<file path="src/rtl/led_pwm_ctrl_if.sv">
// Bus interface for led_pwm_ctrl: ibex-style req/gnt/rvalid data bus.
// Signals:
//   req_i    master -> slave  bus request
//   we_i     master -> slave  1 = write, 0 = read
//   addr_i   master -> slave  byte address within block, bits [3:2] decoded
//   be_i     master -> slave  byte enables for writes
//   wdata_i  master -> slave  write data
//   gnt_o    slave -> master  grant (combinationally equal to req_i)
//   rvalid_o slave -> master  response valid, one cycle after acceptance
//   rdata_o  slave -> master  read data, valid with rvalid_o
interface led_pwm_ctrl_if;
  logic        req_i;
  logic        we_i;
  logic [3:0]  addr_i;
  logic [3:0]  be_i;
  logic [31:0] wdata_i;
  logic        gnt_o;
  logic        rvalid_o;
  logic [31:0] rdata_o;

  modport master (
    output req_i, we_i, addr_i, be_i, wdata_i,
    input  gnt_o, rvalid_o, rdata_o
  );

  modport slave (
    input  req_i, we_i, addr_i, be_i, wdata_i,
    output gnt_o, rvalid_o, rdata_o
  );
endinterface

</file>
<file path="src/rtl/led_pwm_ctrl.sv">
// LED output controller: memory-mapped static pattern, blinking and 8-bit
// PWM dimming driving the top-level LED pins.
// Ports:
//   clk    system clock
//   srst   synchronous reset, active-high
//   bus    data bus slave (req/gnt/rvalid), see led_pwm_ctrl_if
//   led_o  registered LED drive, NUM_LED bits
// Register map (word offsets):
//   0x0 CTRL     [NUM_LED-1:0] led_val, [8] blink_en
//   0x4 PRESCALE [23:0] blink half-period minus 1
//   0x8 DUTY     [7:0] PWM duty
//   0xC STATUS   read-only: [0] blink phase, [15:8] pwm_cnt
module led_pwm_ctrl #(
  parameter int unsigned NUM_LED      = 4,
  parameter logic [23:0] PRESCALE_RST = 24'd4999999
) (
  input  logic                clk,
  input  logic                srst,
  led_pwm_ctrl_if.slave       bus,
  output logic [NUM_LED-1:0]  led_o
);

  // Merge write data into a 24-bit register, one byte lane per enable bit.
  function automatic logic [23:0] merge_bytes24(input logic [23:0] cur,
                                                input logic [23:0] wd,
                                                input logic [2:0]  be);
    logic [23:0] res;
    res = cur;
    for (int i = 0; i < 3; i++) begin
      if (be[i]) begin
        res[8*i +: 8] = wd[8*i +: 8];
      end
    end
    return res;
  endfunction

  logic [NUM_LED-1:0] led_val_r;
  logic               blink_en_r;
  logic [23:0]        prescale_r;
  logic [7:0]         duty_r;
  logic [23:0]        blink_cnt_r;
  logic               phase_r;
  logic [7:0]         pwm_cnt_r;
  logic [NUM_LED-1:0] led_r;
  logic               rvalid_r;
  logic [31:0]        rdata_r;

  logic               wr_s;
  logic               rd_s;
  logic               wr_ctrl_s;
  logic               wr_prescale_s;
  logic               wr_duty_s;
  logic               prescale_touch_s;
  logic [31:0]        rdata_mux_s;
  logic [23:0]        blink_cnt_nxt_s;
  logic               phase_nxt_s;
  logic               pwm_on_s;
  logic               unused_s;

  // Every request is granted in the cycle it is presented.
  assign bus.gnt_o    = bus.req_i;
  assign bus.rvalid_o = rvalid_r;
  assign bus.rdata_o  = rdata_r;
  assign led_o        = led_r;

  assign wr_s          = bus.req_i & bus.we_i;
  assign rd_s          = bus.req_i & ~bus.we_i;
  assign wr_ctrl_s     = wr_s & (bus.addr_i[3:2] == 2'd0);
  assign wr_prescale_s = wr_s & (bus.addr_i[3:2] == 2'd1);
  assign wr_duty_s     = wr_s & (bus.addr_i[3:2] == 2'd2);
  // Only the three implemented PRESCALE lanes count as touching the register.
  assign prescale_touch_s = wr_prescale_s & (|bus.be_i[2:0]);
  assign pwm_on_s         = (pwm_cnt_r < duty_r);

  // Bits with no register behind them.
  assign unused_s = ^{bus.addr_i[1:0], bus.be_i[3], bus.wdata_i[31:24]};

  // Read-data mux: register contents as seen at the accepting edge.
  always_comb begin
    rdata_mux_s = 32'd0;
    case (bus.addr_i[3:2])
      2'd0: begin
        rdata_mux_s[NUM_LED-1:0] = led_val_r;
        rdata_mux_s[8]           = blink_en_r;
      end
      2'd1: rdata_mux_s[23:0] = prescale_r;
      2'd2: rdata_mux_s[7:0]  = duty_r;
      2'd3: begin
        rdata_mux_s[15:8] = pwm_cnt_r;
        rdata_mux_s[0]    = phase_r;
      end
      default: rdata_mux_s = 32'd0;
    endcase
  end

  // Blink engine next state; a PRESCALE write restarts the half-period count
  // so a smaller new value can never leave the counter above it.
  always_comb begin
    blink_cnt_nxt_s = blink_cnt_r;
    phase_nxt_s     = phase_r;
    if (!blink_en_r) begin
      blink_cnt_nxt_s = 24'd0;
      phase_nxt_s     = 1'b1;
    end else if (prescale_touch_s) begin
      blink_cnt_nxt_s = 24'd0;
    end else if (blink_cnt_r == prescale_r) begin
      blink_cnt_nxt_s = 24'd0;
      phase_nxt_s     = ~phase_r;
    end else begin
      blink_cnt_nxt_s = blink_cnt_r + 24'd1;
    end
  end

  // Register file, engines, bus response and LED output.
  always_ff @(posedge clk) begin
    if (srst) begin
      led_val_r   <= '0;
      blink_en_r  <= 1'b0;
      prescale_r  <= PRESCALE_RST;
      duty_r      <= 8'hFF;
      blink_cnt_r <= 24'd0;
      phase_r     <= 1'b1;
      pwm_cnt_r   <= 8'd0;
      led_r       <= '0;
      rvalid_r    <= 1'b0;
      rdata_r     <= 32'd0;
    end else begin
      if (wr_ctrl_s && bus.be_i[0]) begin
        led_val_r <= bus.wdata_i[NUM_LED-1:0];
      end
      if (wr_ctrl_s && bus.be_i[1]) begin
        blink_en_r <= bus.wdata_i[8];
      end
      if (wr_prescale_s) begin
        prescale_r <= merge_bytes24(prescale_r, bus.wdata_i[23:0], bus.be_i[2:0]);
      end
      if (wr_duty_s && bus.be_i[0]) begin
        duty_r <= bus.wdata_i[7:0];
      end
      blink_cnt_r <= blink_cnt_nxt_s;
      phase_r     <= phase_nxt_s;
      // PWM period is 255 cycles so DUTY=255 is continuously on.
      pwm_cnt_r   <= (pwm_cnt_r == 8'd254) ? 8'd0 : (pwm_cnt_r + 8'd1);
      led_r       <= led_val_r & {NUM_LED{phase_r & pwm_on_s}};
      rvalid_r    <= bus.req_i;
      rdata_r     <= rd_s ? rdata_mux_s : 32'd0;
    end
  end

endmodule

</file>
<file path="src/flat_wrapper.sv">
// flat-port wrapper written by rule: the top's interface ports become plain ports
module led_pwm_ctrl_flat 
#(
  parameter int unsigned NUM_LED      = 4,
  parameter logic [23:0] PRESCALE_RST = 24'd4999999
)
  (clk, srst, led_o, bus_req_i, bus_we_i, bus_addr_i, bus_be_i, bus_wdata_i, bus_gnt_o, bus_rvalid_o, bus_rdata_o);
  led_pwm_ctrl_if bus_i ();
  input  logic clk;
  input  logic srst;
  output logic [NUM_LED-1:0] led_o;
  input wire logic [$bits(bus_i.req_i)-1:0] bus_req_i;
  input wire logic [$bits(bus_i.we_i)-1:0] bus_we_i;
  input wire logic [$bits(bus_i.addr_i)-1:0] bus_addr_i;
  input wire logic [$bits(bus_i.be_i)-1:0] bus_be_i;
  input wire logic [$bits(bus_i.wdata_i)-1:0] bus_wdata_i;
  output wire logic [$bits(bus_i.gnt_o)-1:0] bus_gnt_o;
  output wire logic [$bits(bus_i.rvalid_o)-1:0] bus_rvalid_o;
  output wire logic [$bits(bus_i.rdata_o)-1:0] bus_rdata_o;
  assign bus_i.req_i = bus_req_i;
  assign bus_i.we_i = bus_we_i;
  assign bus_i.addr_i = bus_addr_i;
  assign bus_i.be_i = bus_be_i;
  assign bus_i.wdata_i = bus_wdata_i;
  assign bus_gnt_o = bus_i.gnt_o;
  assign bus_rvalid_o = bus_i.rvalid_o;
  assign bus_rdata_o = bus_i.rdata_o;
  led_pwm_ctrl #(.NUM_LED(NUM_LED), .PRESCALE_RST(PRESCALE_RST)) u_core (.clk(clk), .srst(srst), .bus(bus_i), .led_o(led_o));
endmodule
</file>
<file path="config.mk">
export PLATFORM = sky130hd
export DESIGN_NAME = led_pwm_ctrl_flat
export DESIGN_NICKNAME = d
export VERILOG_FILES = /design/src/rtl/led_pwm_ctrl_if.sv /design/src/rtl/led_pwm_ctrl.sv /design/src/flat_wrapper.sv
export SDC_FILE = /design/constraint.sdc
export NUM_CORES = 1
export LEC_CHECK = 0
export BUFFER_PORTS_ARGS = -buffer_cell sky130_fd_sc_hd__buf_2
export CORE_MARGIN = 8
export CORE_UTILIZATION = 55
export CTS_BUF_LIST = sky130_fd_sc_hd__clkbuf_4
export DETAILED_ROUTE_END_ITERATION = 10
export GPL_TIMING_DRIVEN = 0
export PLACE_DENSITY = 0.79
export SLEW_MARGIN = 20
export SYNTH_ARGS = -nofsm -noshare
export SYNTH_HDL_FRONTEND = slang
export SYNTH_SLANG_ARGS = --single-unit
export TNS_END_PERCENT = 1
</file>
<file path="constraint.sdc">
create_clock -name clk -period 3.1 [get_ports clk]
set_input_delay 0.31 -clock clk [delete_from_list [all_inputs] [get_ports clk]]
set_output_delay 0.31 -clock clk [all_outputs]
set_load 0.01 [all_outputs]
</file>
==> results of run 1 <==
## registers in the layout, indices dropped and copies added (netlist names)
register,count
u_core.prescale_r,24
u_core.duty_r,8
u_core.blink_en_r,1
u_core.pwm_cnt_r,8
u_core.led_o,4
u_core.bus.rdata_o,24
u_core.phase_r,1
u_core.bus.rvalid_o,1
u_core.blink_cnt_r,24
u_core.led_val_r,4
## per-stage QoR
step           total power, W  std cells
6_report              0.00200        666
5_1_grt               0.00209        666
4_1_cts               0.00201        666
3_5_place_dp          0.00147        652
3_3_place_gp          0.00147        652
2_1_floorplan         0.00141        488
## synthesized netlist by cell type (9+ instances only)
master,number
inv_1,13
nor2_1,47
a21oi_1,20
xnor2_1,16
nand3_1,25
and3_1,14
xor2_1,34
nand3b_1,21
dfxtp_1,99
ha_1,17
buf_4,9
nand2_1,79
clkbuf_1,14
## layout make-up
| type | count | area [µm²] |
|---|---|---|
| flip-flops and latches | 99 | 1980 |
| inverters | 13 | 48.8 |
| plain buffers | 26 | 148 |
| clock inverters | 4 | 20.0 |
| fillers | 678 | 2790 |
| multi-input cells | 350 | 2150 |
| clock buffers | 10 | 75.1 |
| repair buffers | 62 | 310 |
| well taps | 102 | 128 |
## worst min-delay path by stage
stage | end | cells past startpoint | slack [ns] | from
4_1_cts | u_core.prescale_r[9] | 3 | 0.06 | bus_wdata_i[9]
6_report | u_core.prescale_r[9] | 3 | 0.08 | bus_wdata_i[9]
5_1_grt | u_core.prescale_r[9] | 3 | 0.07 | bus_wdata_i[9]
3_5_place_dp | u_core.prescale_r[21] | 2 | 0.48 | u_core.prescale_r[21]
3_3_place_gp | u_core.duty_r[6] | 2 | 0.47 | u_core.duty_r[6]
2_1_floorplan | u_core.bus.rvalid_o | 1 | 0.40 | srst
## logic make-up (layout without fill, tap and decap cells)
family                     after synthesis  in the layout
AOI/OAI and AO/OA                       46             46
xor gates and xnor gates                50             50
adders and majority gates               17             17
buffers and inverters                   39            115
DFF                                     99             99
muxes                                    5              5
other                                    1              8
and+or+nand+nor                        224            224
## layout by cell type, fill, tap and decap left out, types with 10 or more instances in the layout
cell	instances
a21oi_1	20
and3_1	14
buf_2	63
clkbuf_1	14
clkbuf_4	10
dfxtp_1	99
ha_1	17
inv_1	13
nand2_1	79
nand3_1	25
nand3b_1	21
nor2_1	47
xnor2_1	16
xor2_1	34
## power groups by stage
| stage | Clock, W | Sequential [W] | Combinational, W |
|---|---|---|---|
| global placement | 0 | 0.00133 | 0.000134 |
| finish | 0.000557 | 0.00131 | 0.000139 |
| CTS | 0.000571 | 0.00131 | 0.000138 |
| global route | 0.000627 | 0.00131 | 0.000154 |
| floorplan | 0 | 0.00133 | 0.0000799 |
| detailed placement | 0 | 0.00133 | 0.000137 |
## tightest hold or removal path, stage by stage
cell,delay (ns)
buf_2,0.08
nand2_1,0.04
nand3b_1,0.06
## routing by layer
metal,track usage [%],vias up
met3,4.46,19
met4,9.41,0
met1,23.7,1684
li1,-,1768
met2,32.1,147
met5,0,-
==> impl_metrics.py, run 1 <==
metrics = {
    "run_status": {
        "status": "finished, final reports clean",
    },
    "clocking": {
        "cts_hold_buf": 0,
        "h-tree-depth": 3,
        "cts_made_buffers": 9,
        "clockBufferDepth": 2,
        "cts_setup_buffers": 0,
        "cts_num_sinks": 99,
        "postCtsResizedCells": 0,
        "cts.clk_slew.worst_paths_ns": 0.13,
        "clock-root-buffer": "clkbuf_4",
        "cts_tree": "yes",
        "clk_latency_ns": 0.44,
    },
    "sta": {
        "fin_setup_tns_ns": 0,
        "finalMaxSlewViolations": 0,
        "skew_ns": 0.0128,
        "timing.hold.ws_ns": 0.0781,
        "tightest_slew_ns": 0.569,
        "fmax_ghz": 0.493,
        "hold_viol_final": 0,
        "setup_ws_ns": 1.07,
        "finalCritPeriodShare_pct": 65.4,
        "grt_setup_unrepaired": "no",
        "relSlewSlack_pct": 62.0,
        "report.final.setup_viol": 0,
        "finalCriticalPeriod_ns": 2.03,
    },
    "synthesis": {
        "synth_top_area_share_pct": 46.1,
        "synthCells": 481,
        "synthXorXnorAreaFrac_pct": 10.2,
        "ys_seq_area_share_pct": 46.1,
        "ys_types": 38,
        "synthAdderAreaFrac_pct": 4.94,
        "muxShareOfSynthArea_pct": 1.16,
        "avgSynthCellArea_um2": 8.95,
        "synth_area_mm2": 0.00430,
        "async_flop_share_pct": 0,
        "synth-seq-cells": 99,
        "ys_warn_count": 0,
        "synth_compound_area_share_pct": 7.62,
        "synth_largest_area_cell": "dfxtp_1",
        "synth-edff-count": 0,
        "synth-simple-area-share_pct": 25.4,
        "yosys-top-cells-area": "dfxtp_1 46%, xor2_1 6.9%, nand2_1 6.9%, ha_1 4.9%, nor2_1 4.1%",
        "synth_top_family_by_area": "simple AND/OR/NAND/NOR gates",
        "synth_flop_cell": "dfxtp_1",
    },
    "detailed_routing": {
        "wl_met3_um": 708,
        "wl_met1_mm": 4.69,
        "via_per_inst": 5.43,
        "drtIter0Drc": 227,
        "vias": 3618,
        "drtAntennaViolNets": 0,
        "met2_length_mm": 4.94,
        "routed_wl_mm": 10.6,
        "wl_per_cell_um": 15.9,
        "top_layer": "met4",
        "firstDrtPassIters": 5,
        "drc_errors": 0,
    },
    "critical_path": {
        "cp_slowest_stage_delay_ns": 0.47,
        "timing.rr.start": "u_core.blink_cnt_r[7]",
        "path_buf_inv": 1,
        "r2r_slack_ns": 1.07,
        "critical_path_required_ns": 3.44,
        "cp_cell_sequence": "xor2_1 -> nor4_1 -> nand4_1 -> o221ai_4 -> buf_6 -> nor2_1",
        "crit_fanout": 10,
        "crit_end": "u_core.blink_cnt_r[5]",
        "start_kind": "flop",
        "endpoint_kind": "flop",
        "r2r.worst_path.cells": 6,
        "crit_cells": 6,
        "crit_type": "flop to flop",
        "timing.rr.end": "u_core.blink_cnt_r[5]",
        "arrival_ns": 2.37,
        "crit_family": "simple AND/OR/NAND/NOR gates",
        "cp_slowest_cell": "dfxtp_1",
        "crit_start": "u_core.blink_cnt_r[7]",
    },
    "global_routing": {
        "grt_pass1_wl_mm": 17.4,
        "gr-total-overflow": 0,
        "antenna_found_initial": 0,
        "grt_pass1_vias": 3567,
        "grt_max_degree": 15,
        "track_usage_pct": 19.6,
    },
    "floorplanning": {
        "die_y_um": 104,
        "die-area_mm2": 0.0109,
        "die_x_um": 104,
        "row_count": 32,
        "initial_core_util_pct": 56.3,
        "ios": 82,
        "fp.coreArea_mm2": 0.00765,
    },
    "power": {
        "p_seq_share_pct": 65.2,
        "vdd_ir_drop_max_uv": 187,
        "switchingPower_w": 0.000491,
        "clkPwrFrac_pct": 27.8,
        "power.density_mw_per_mm2": 412,
        "p_sw_share_pct": 24.5,
        "p_int_w": 0.00151,
        "p_leak_nw": 2.22,
        "p_comb_share_pct": 7.0,
    },
    "run": {
        "cap_viol_max_count": 0,
    },
    "placement": {
        "dpl_cell_area_mm2": 0.00477,
        "portBuffers": 62,
        "preCtsSetupSlack_ns": 0.859,
        "dp_hpwl_mm": 8.24,
        "gp_congestion": 0.886,
    },
    "min_path": {
        "hold_path_class": "input port to flop",
    },
    "cells_and_area": {
        "postLayoutCellArea_mm2": 0.00486,
        "fin_util_pct": 63.6,
        "area_growth_pct": 13.0,
        "n_antenna_cell": 0,
        "layout.nets": 622,
        "drive_gt1_share_pct": 16.3,
    },
}
No activity file was read; power rests on OpenSTA's default activity.
==> run 2: changes to the inputs <==
Settings changed: CORE_UTILIZATION 55 to 52.
Clock period 3.1 ns to 1.8 ns, I/O delays scaled along.
==> run 2 against run 1 <==
Effect of this change:
- the run now ends with setup timing left
- via count is 2.0% higher
- die area is 4.9% higher
- fmax is 10% higher
- clock skew is 0.0020 ns higher
==> impl_metrics.py, run 2 (synthesized netlist as in run 1, its figures left out) <==
metrics = {
    "run_status": {
        "status": "finished, violations left",
        "violations": "setup timing",
    },
    "placement": {
        "dp_hpwl_mm": 8.08,
        "gp_congestion": 0.880,
        "dpl.cell_count": 655,
        "portBuffers": 62,
    },
    "critical_path": {
        "cp_slowest_cell": "or4_4",
        "cp_cell_sequence": "xnor2_1 -> nand2_1 -> or4_4 -> o221ai_4 -> buf_6 -> nor2_1",
        "cp_slowest_stage_delay_ns": 0.50,
        "crit_family": "simple AND/OR/NAND/NOR gates",
        "crit_fanout": 6,
        "timing.rr.end": "u_core.blink_cnt_r[5]",
        "critical_path_required_ns": 2.15,
        "endpoint_kind": "flop",
        "start_kind": "flop",
        "path_buf_inv": 1,
        "r2r_slack_ns": -0.04,
        "crit_cells": 6,
        "crit_type": "flop to flop",
        "r2r.worst_path.cells": 6,
        "arrival_ns": 2.19,
        "timing.rr.start": "u_core.prescale_r[2]",
        "crit_end": "u_core.blink_cnt_r[5]",
        "crit_start": "u_core.prescale_r[2]",
    },
    "floorplanning": {
        "fp.coreArea_mm2": 0.00813,
        "die-area_mm2": 0.0114,
        "die_x_um": 107,
        "ios": 82,
        "die_y_um": 107,
        "row_count": 33,
        "initial_core_util_pct": 52.9,
    },
    "sta": {
        "finalMaxSlewViolations": 0,
        "finalCriticalPeriod_ns": 1.84,
        "tightest_slew_ns": 0.642,
        "fmax_ghz": 0.544,
        "setup_ws_ns": -0.0394,
        "hold_viol_final": 0,
        "report.final.setup_viol": 23,
        "skew_ns": 0.0149,
        "finalCritPeriodShare_pct": 102,
        "relSlewSlack_pct": 57.1,
        "grt_setup_unrepaired": "yes",
    },
    "clocking": {
        "cts_tree": "yes",
        "cts_num_sinks": 99,
        "clock-root-buffer": "clkbuf_4",
        "cts.clk_slew.worst_paths_ns": 0.15,
        "cts_made_buffers": 9,
        "h-tree-depth": 3,
        "clockBufferDepth": 2,
        "clk_latency_ns": 0.45,
    },
    "run": {
        "cap_viol_max_count": 0,
    },
    "power": {
        "power.density_mw_per_mm2": 673,
        "vdd_ir_drop_max_uv": 571,
        "p_leak_nw": 2.40,
        "p_comb_share_pct": 8.1,
        "p_seq_share_pct": 62.9,
        "p_sw_share_pct": 25.4,
        "p_int_w": 0.00266,
        "switchingPower_w": 0.000906,
        "clkPwrFrac_pct": 29.0,
    },
    "cells_and_area": {
        "final_common_cell": "dfxtp_1",
        "n_antenna_cell": 0,
        "drive_gt1_share_pct": 20.6,
        "layout.nets": 653,
        "area_growth_pct": 23.1,
        "fin_util_pct": 65.1,
        "stdcell_count": 702,
        "layout_common_cells": "82 x dfxtp_1, 79 x nand2_1, 62 x buf_2",
        "fill_cells": 648,
    },
    "global_routing": {
        "antenna_found_initial": 0,
        "gr-total-overflow": 0,
        "grt_pass1_vias": 3675,
        "grt_max_degree": 17,
        "track_usage_pct": 19.4,
        "grt_pass1_wl_mm": 17.8,
    },
    "detailed_routing": {
        "drtAntennaViolNets": 0,
        "drc_errors": 0,
        "routed_wl_mm": 10.9,
        "vias": 3689,
        "drtIter0Drc": 216,
        "firstDrtPassIters": 4,
        "via_per_inst": 5.25,
        "wl_per_cell_um": 15.6,
    },
    "min_path": {
        "hold_path_class": "input port to flop",
    },
}
[run 2: cell count changes in the layout (fill, tap and decap cells not counted), moves of 4 or more]
cell,delta
dfxtp_4,+5
xnor2_1,-4
dfxtp_1,-17
dlygate4sd3_1,+25
dfxtp_2,+12
[run 2: repair_timing]
item                       CTS  global route
hold endpoints to repair    33             0
pin swaps                    2             8
buffers inserted             2             2
resized for setup           11            26
cloned                       0             2
hold buffers                25             0
setup endpoints to repair   24            25
[run 2: area by class of cell]
class                   instances  area, µm²  area share, %
multi-input cells             350       2220           41.9
flip-flops and latches         99       2020           38.0
plain buffers                  26        150           2.83
well taps                     105        131           2.48
inverters                      13       48.8          0.921
repair buffers                 93        617           11.6
clock inverters                 6       41.3          0.779
clock buffers                  10       75.1           1.42
[run 2: power groups by stage]
stage	sequential, W	clock, W	combinational, W
after floorplan	0.00229	0	0.000138
after global placement	0.00229	0	0.000231
after detailed placement	0.00230	0	0.000237
after CTS	0.00225	0.00104	0.000282
after global routing	0.00225	0.00114	0.000317
final	0.00224	0.00103	0.000289
[run 2: stage by stage]
| step | hold WS, ns | setup TNS (ns) | area, µm² | setup slack, ns | power [W] |
|---|---|---|---|---|---|
| after floorplan | 0.271 | 0 | 4330 | 0.0940 | 0.00243 |
| after CTS | 0.0446 | 0 | 5190 | 0.00465 | 0.00357 |
| after global placement | 0.406 | -5.56 | 4770 | -0.214 | 0.00253 |
| after detailed placement | 0.410 | -7.27 | 4770 | -0.265 | 0.00253 |
| final | 0.0586 | -0.657 | 5300 | -0.0394 | 0.00356 |
| after global routing | 0.0335 | -2.21 | 5300 | -0.108 | 0.00370 |
[run 2: per-layer routing]
layer,wire length [µm],global-route usage (%)
met1,4740,23.8
met2,5250,32.1
met3,797,5.16
met4,157,6.93
met5,0,0
[run 2: worst min path at each step]
stage | from | to | slack (ns) | cells after the start
detailed placement | bus_wdata_i[11] | u_core.prescale_r[11] | 0.41 | 3
floorplan | srst | u_core.bus.rvalid_o | 0.27 | 1
CTS | bus_req_i | u_core.bus.rvalid_o | 0.04 | 2
global placement | bus_wdata_i[11] | u_core.prescale_r[11] | 0.41 | 3
finish | bus_req_i | u_core.bus.rvalid_o | 0.06 | 2
global route | bus_req_i | u_core.bus.rvalid_o | 0.03 | 2
[run 2: worst reg2reg max path, stage by stage (launching register included)]
cell,delay (ns)
dfxtp_1,0.43
xnor2_1,0.14
nand2_1,0.09
or4_4,0.50
o221ai_4,0.37
buf_6,0.18
nor2_1,0.05
==> run 3: changes to the inputs <==
Settings changed: RECOVER_POWER from default to 50.
==> run 3 against run 2 <==
Effect of this change:
- the run still ends with setup timing left
- flip-flop and latch count did not move
- via count grew 0.43%
- worst setup slack got worse by 0.0069 ns
- design area is 0.76% lower
- die area did not move
- sequential power about the same
- first-iteration DRC count fell by 9.7%
- utilization fell by 0.49 points
- total power about the same
==> impl_metrics.py, run 3 (synthesized netlist as in run 1, its figures left out) <==
metrics = {
    "critical_path": {
        "crit_fanout": 6,
        "crit_type": "flop to flop",
        "critical_path_required_ns": 2.15,
        "timing.rr.start": "u_core.prescale_r[2]",
        "endpoint_kind": "flop",
        "start_kind": "flop",
        "r2r_slack_ns": -0.05,
        "r2r.worst_path.cells": 6,
        "crit_start": "u_core.prescale_r[2]",
        "arrival_ns": 2.19,
        "crit_end": "u_core.blink_cnt_r[5]",
        "timing.rr.end": "u_core.blink_cnt_r[5]",
    },
    "global_routing": {
        "grt_max_degree": 17,
        "antenna_found_initial": 0,
        "grt_pass1_vias": 3675,
        "gr-total-overflow": 0,
        "grt_pass1_wl_mm": 17.8,
        "track_usage_pct": 19.4,
    },
    "cells_and_area": {
        "area_growth_pct": 22.2,
        "n_antenna_cell": 0,
        "layout_common_cells": "82 x dfxtp_1, 79 x nand2_1, 47 x nor2_1",
        "layout.nets": 653,
        "final_common_cell": "dfxtp_1",
        "drive_gt1_share_pct": 15.2,
    },
    "detailed_routing": {
        "firstDrtPassIters": 4,
        "vias": 3705,
        "wl_per_cell_um": 15.6,
        "via_per_inst": 5.28,
        "routed_wl_mm": 11.0,
        "drc_errors": 0,
        "drtIter0Drc": 195,
        "drtAntennaViolNets": 0,
    },
    "power": {
        "p_comb_share_pct": 8.0,
        "p_leak_nw": 2.27,
        "p_sw_share_pct": 25.5,
        "finalPower_w": 0.00356,
        "switchingPower_w": 0.000907,
        "vdd_ir_drop_max_uv": 571,
        "power.density_mw_per_mm2": 677,
        "clkPwrFrac_pct": 29.0,
        "p_seq_share_pct": 63.0,
        "p_int_w": 0.00265,
    },
    "clocking": {
        "cts.clk_slew.worst_paths_ns": 0.15,
        "clk_latency_ns": 0.45,
        "clockBufferDepth": 2,
        "cts_made_buffers": 9,
        "clock-root-buffer": "clkbuf_4",
        "cts_tree": "yes",
        "cts_num_sinks": 99,
        "h-tree-depth": 3,
    },
    "sta": {
        "skew_ns": 0.0146,
        "finalMaxSlewViolations": 0,
        "finalCritPeriodShare_pct": 103,
        "fmax_ghz": 0.542,
        "fin_setup_tns_ns": -0.807,
        "hold_viol_final": 0,
        "report.final.setup_viol": 23,
        "tightest_slew_ns": 0.663,
        "finalCriticalPeriod_ns": 1.85,
        "setup_ws_ns": -0.0463,
        "relSlewSlack_pct": 55.7,
        "grt_setup_unrepaired": "yes",
    },
    "run_status": {
        "status": "finished, violations left",
        "violations": "setup timing",
    },
    "placement": {
        "gp_congestion": 0.880,
        "dp_hpwl_mm": 8.08,
        "portBuffers": 62,
    },
    "floorplanning": {
        "die_y_um": 107,
        "row_count": 33,
        "fp.coreArea_mm2": 0.00813,
        "initial_core_util_pct": 52.9,
        "ios": 82,
        "die_x_um": 107,
        "die-area_mm2": 0.0114,
    },
    "min_path": {
        "hold_path_class": "input port to flop",
    },
    "run": {
        "cap_viol_max_count": 0,
    },
}
-- run 3: worst min-delay path by stage --
| stage | from | to | depth (start not counted) |
|---|---|---|---|
| floorplan | srst | u_core.bus.rvalid_o | 1 |
| global placement | bus_wdata_i[11] | u_core.prescale_r[11] | 3 |
| detailed placement | bus_wdata_i[11] | u_core.prescale_r[11] | 3 |
| CTS | bus_req_i | u_core.bus.rvalid_o | 2 |
| global route | bus_req_i | u_core.bus.rvalid_o | 2 |
| finish | bus_req_i | u_core.bus.rvalid_o | 2 |
-- run 3: layout make-up --
| type | instances | area (µm²) |
|---|---|---|
| Sequential cell | 99 | 2020 |
| Inverter | 13 | 48.8 |
| Tap cell | 105 | 131 |
| Buffer | 26 | 150 |
| Timing Repair Buffer | 93 | 577 |
| Multi-Input combinational cell | 350 | 2220 |
| Clock buffer | 10 | 75.1 |
| Clock inverter | 6 | 41.3 |
| Fill cell | 665 | 2880 |
-- run 3: worst max-delay path, stage by stage (launching register included) --
cell      delay (ns)
dfxtp_1         0.43
xnor2_1         0.14
nand2_1         0.09
or4_4           0.50
o221ai_4        0.37
buf_6           0.17
nor2_1          0.05
-- run 3: timing repair --
item                                   in CTS  in global routing
cloned                                      0                  2
setup endpoints to repair                  24                 25
pin swaps                                   2                  8
endpoints found under the hold margin      33                  0
hold buffers                               25                  0
buffers inserted                            2                  2
gates resized for setup                    11                 26
-- run 3: routing by layer --
layer	vias to the layer above	GRT usage, %	share of wire, %
met3	15	5.16	7.0
li1	1830	-	-
met2	132	32.1	48
met1	1728	23.8	43
met4	0	6.93	1.4
met5	-	0	0
-- run 3: power groups by stage --
stage / combinational (W) / clock (W) / sequential [W]
2_1_floorplan: 0.000138 / 0 / 0.00229
3_5_place_dp: 0.000237 / 0 / 0.00230
4_1_cts: 0.000282 / 0.00104 / 0.00225
5_1_grt: 0.000313 / 0.00114 / 0.00225
6_report: 0.000286 / 0.00103 / 0.00224
3_3_place_gp: 0.000231 / 0 / 0.00229
-- run 3: stage by stage --
step                      cells  area, µm²  worst slack, ns  utilization, %  hold WS, ns
after floorplan             488       4330           0.0940               -        0.271
after global placement      655       4770           -0.214            58.7        0.406
after detailed placement    655       4770           -0.265            58.7        0.410
after CTS                   698       5190          0.00465            63.8       0.0446
after global routing        702       5260           -0.108            64.6       0.0335
final                       702       5260          -0.0463            64.6       0.0614
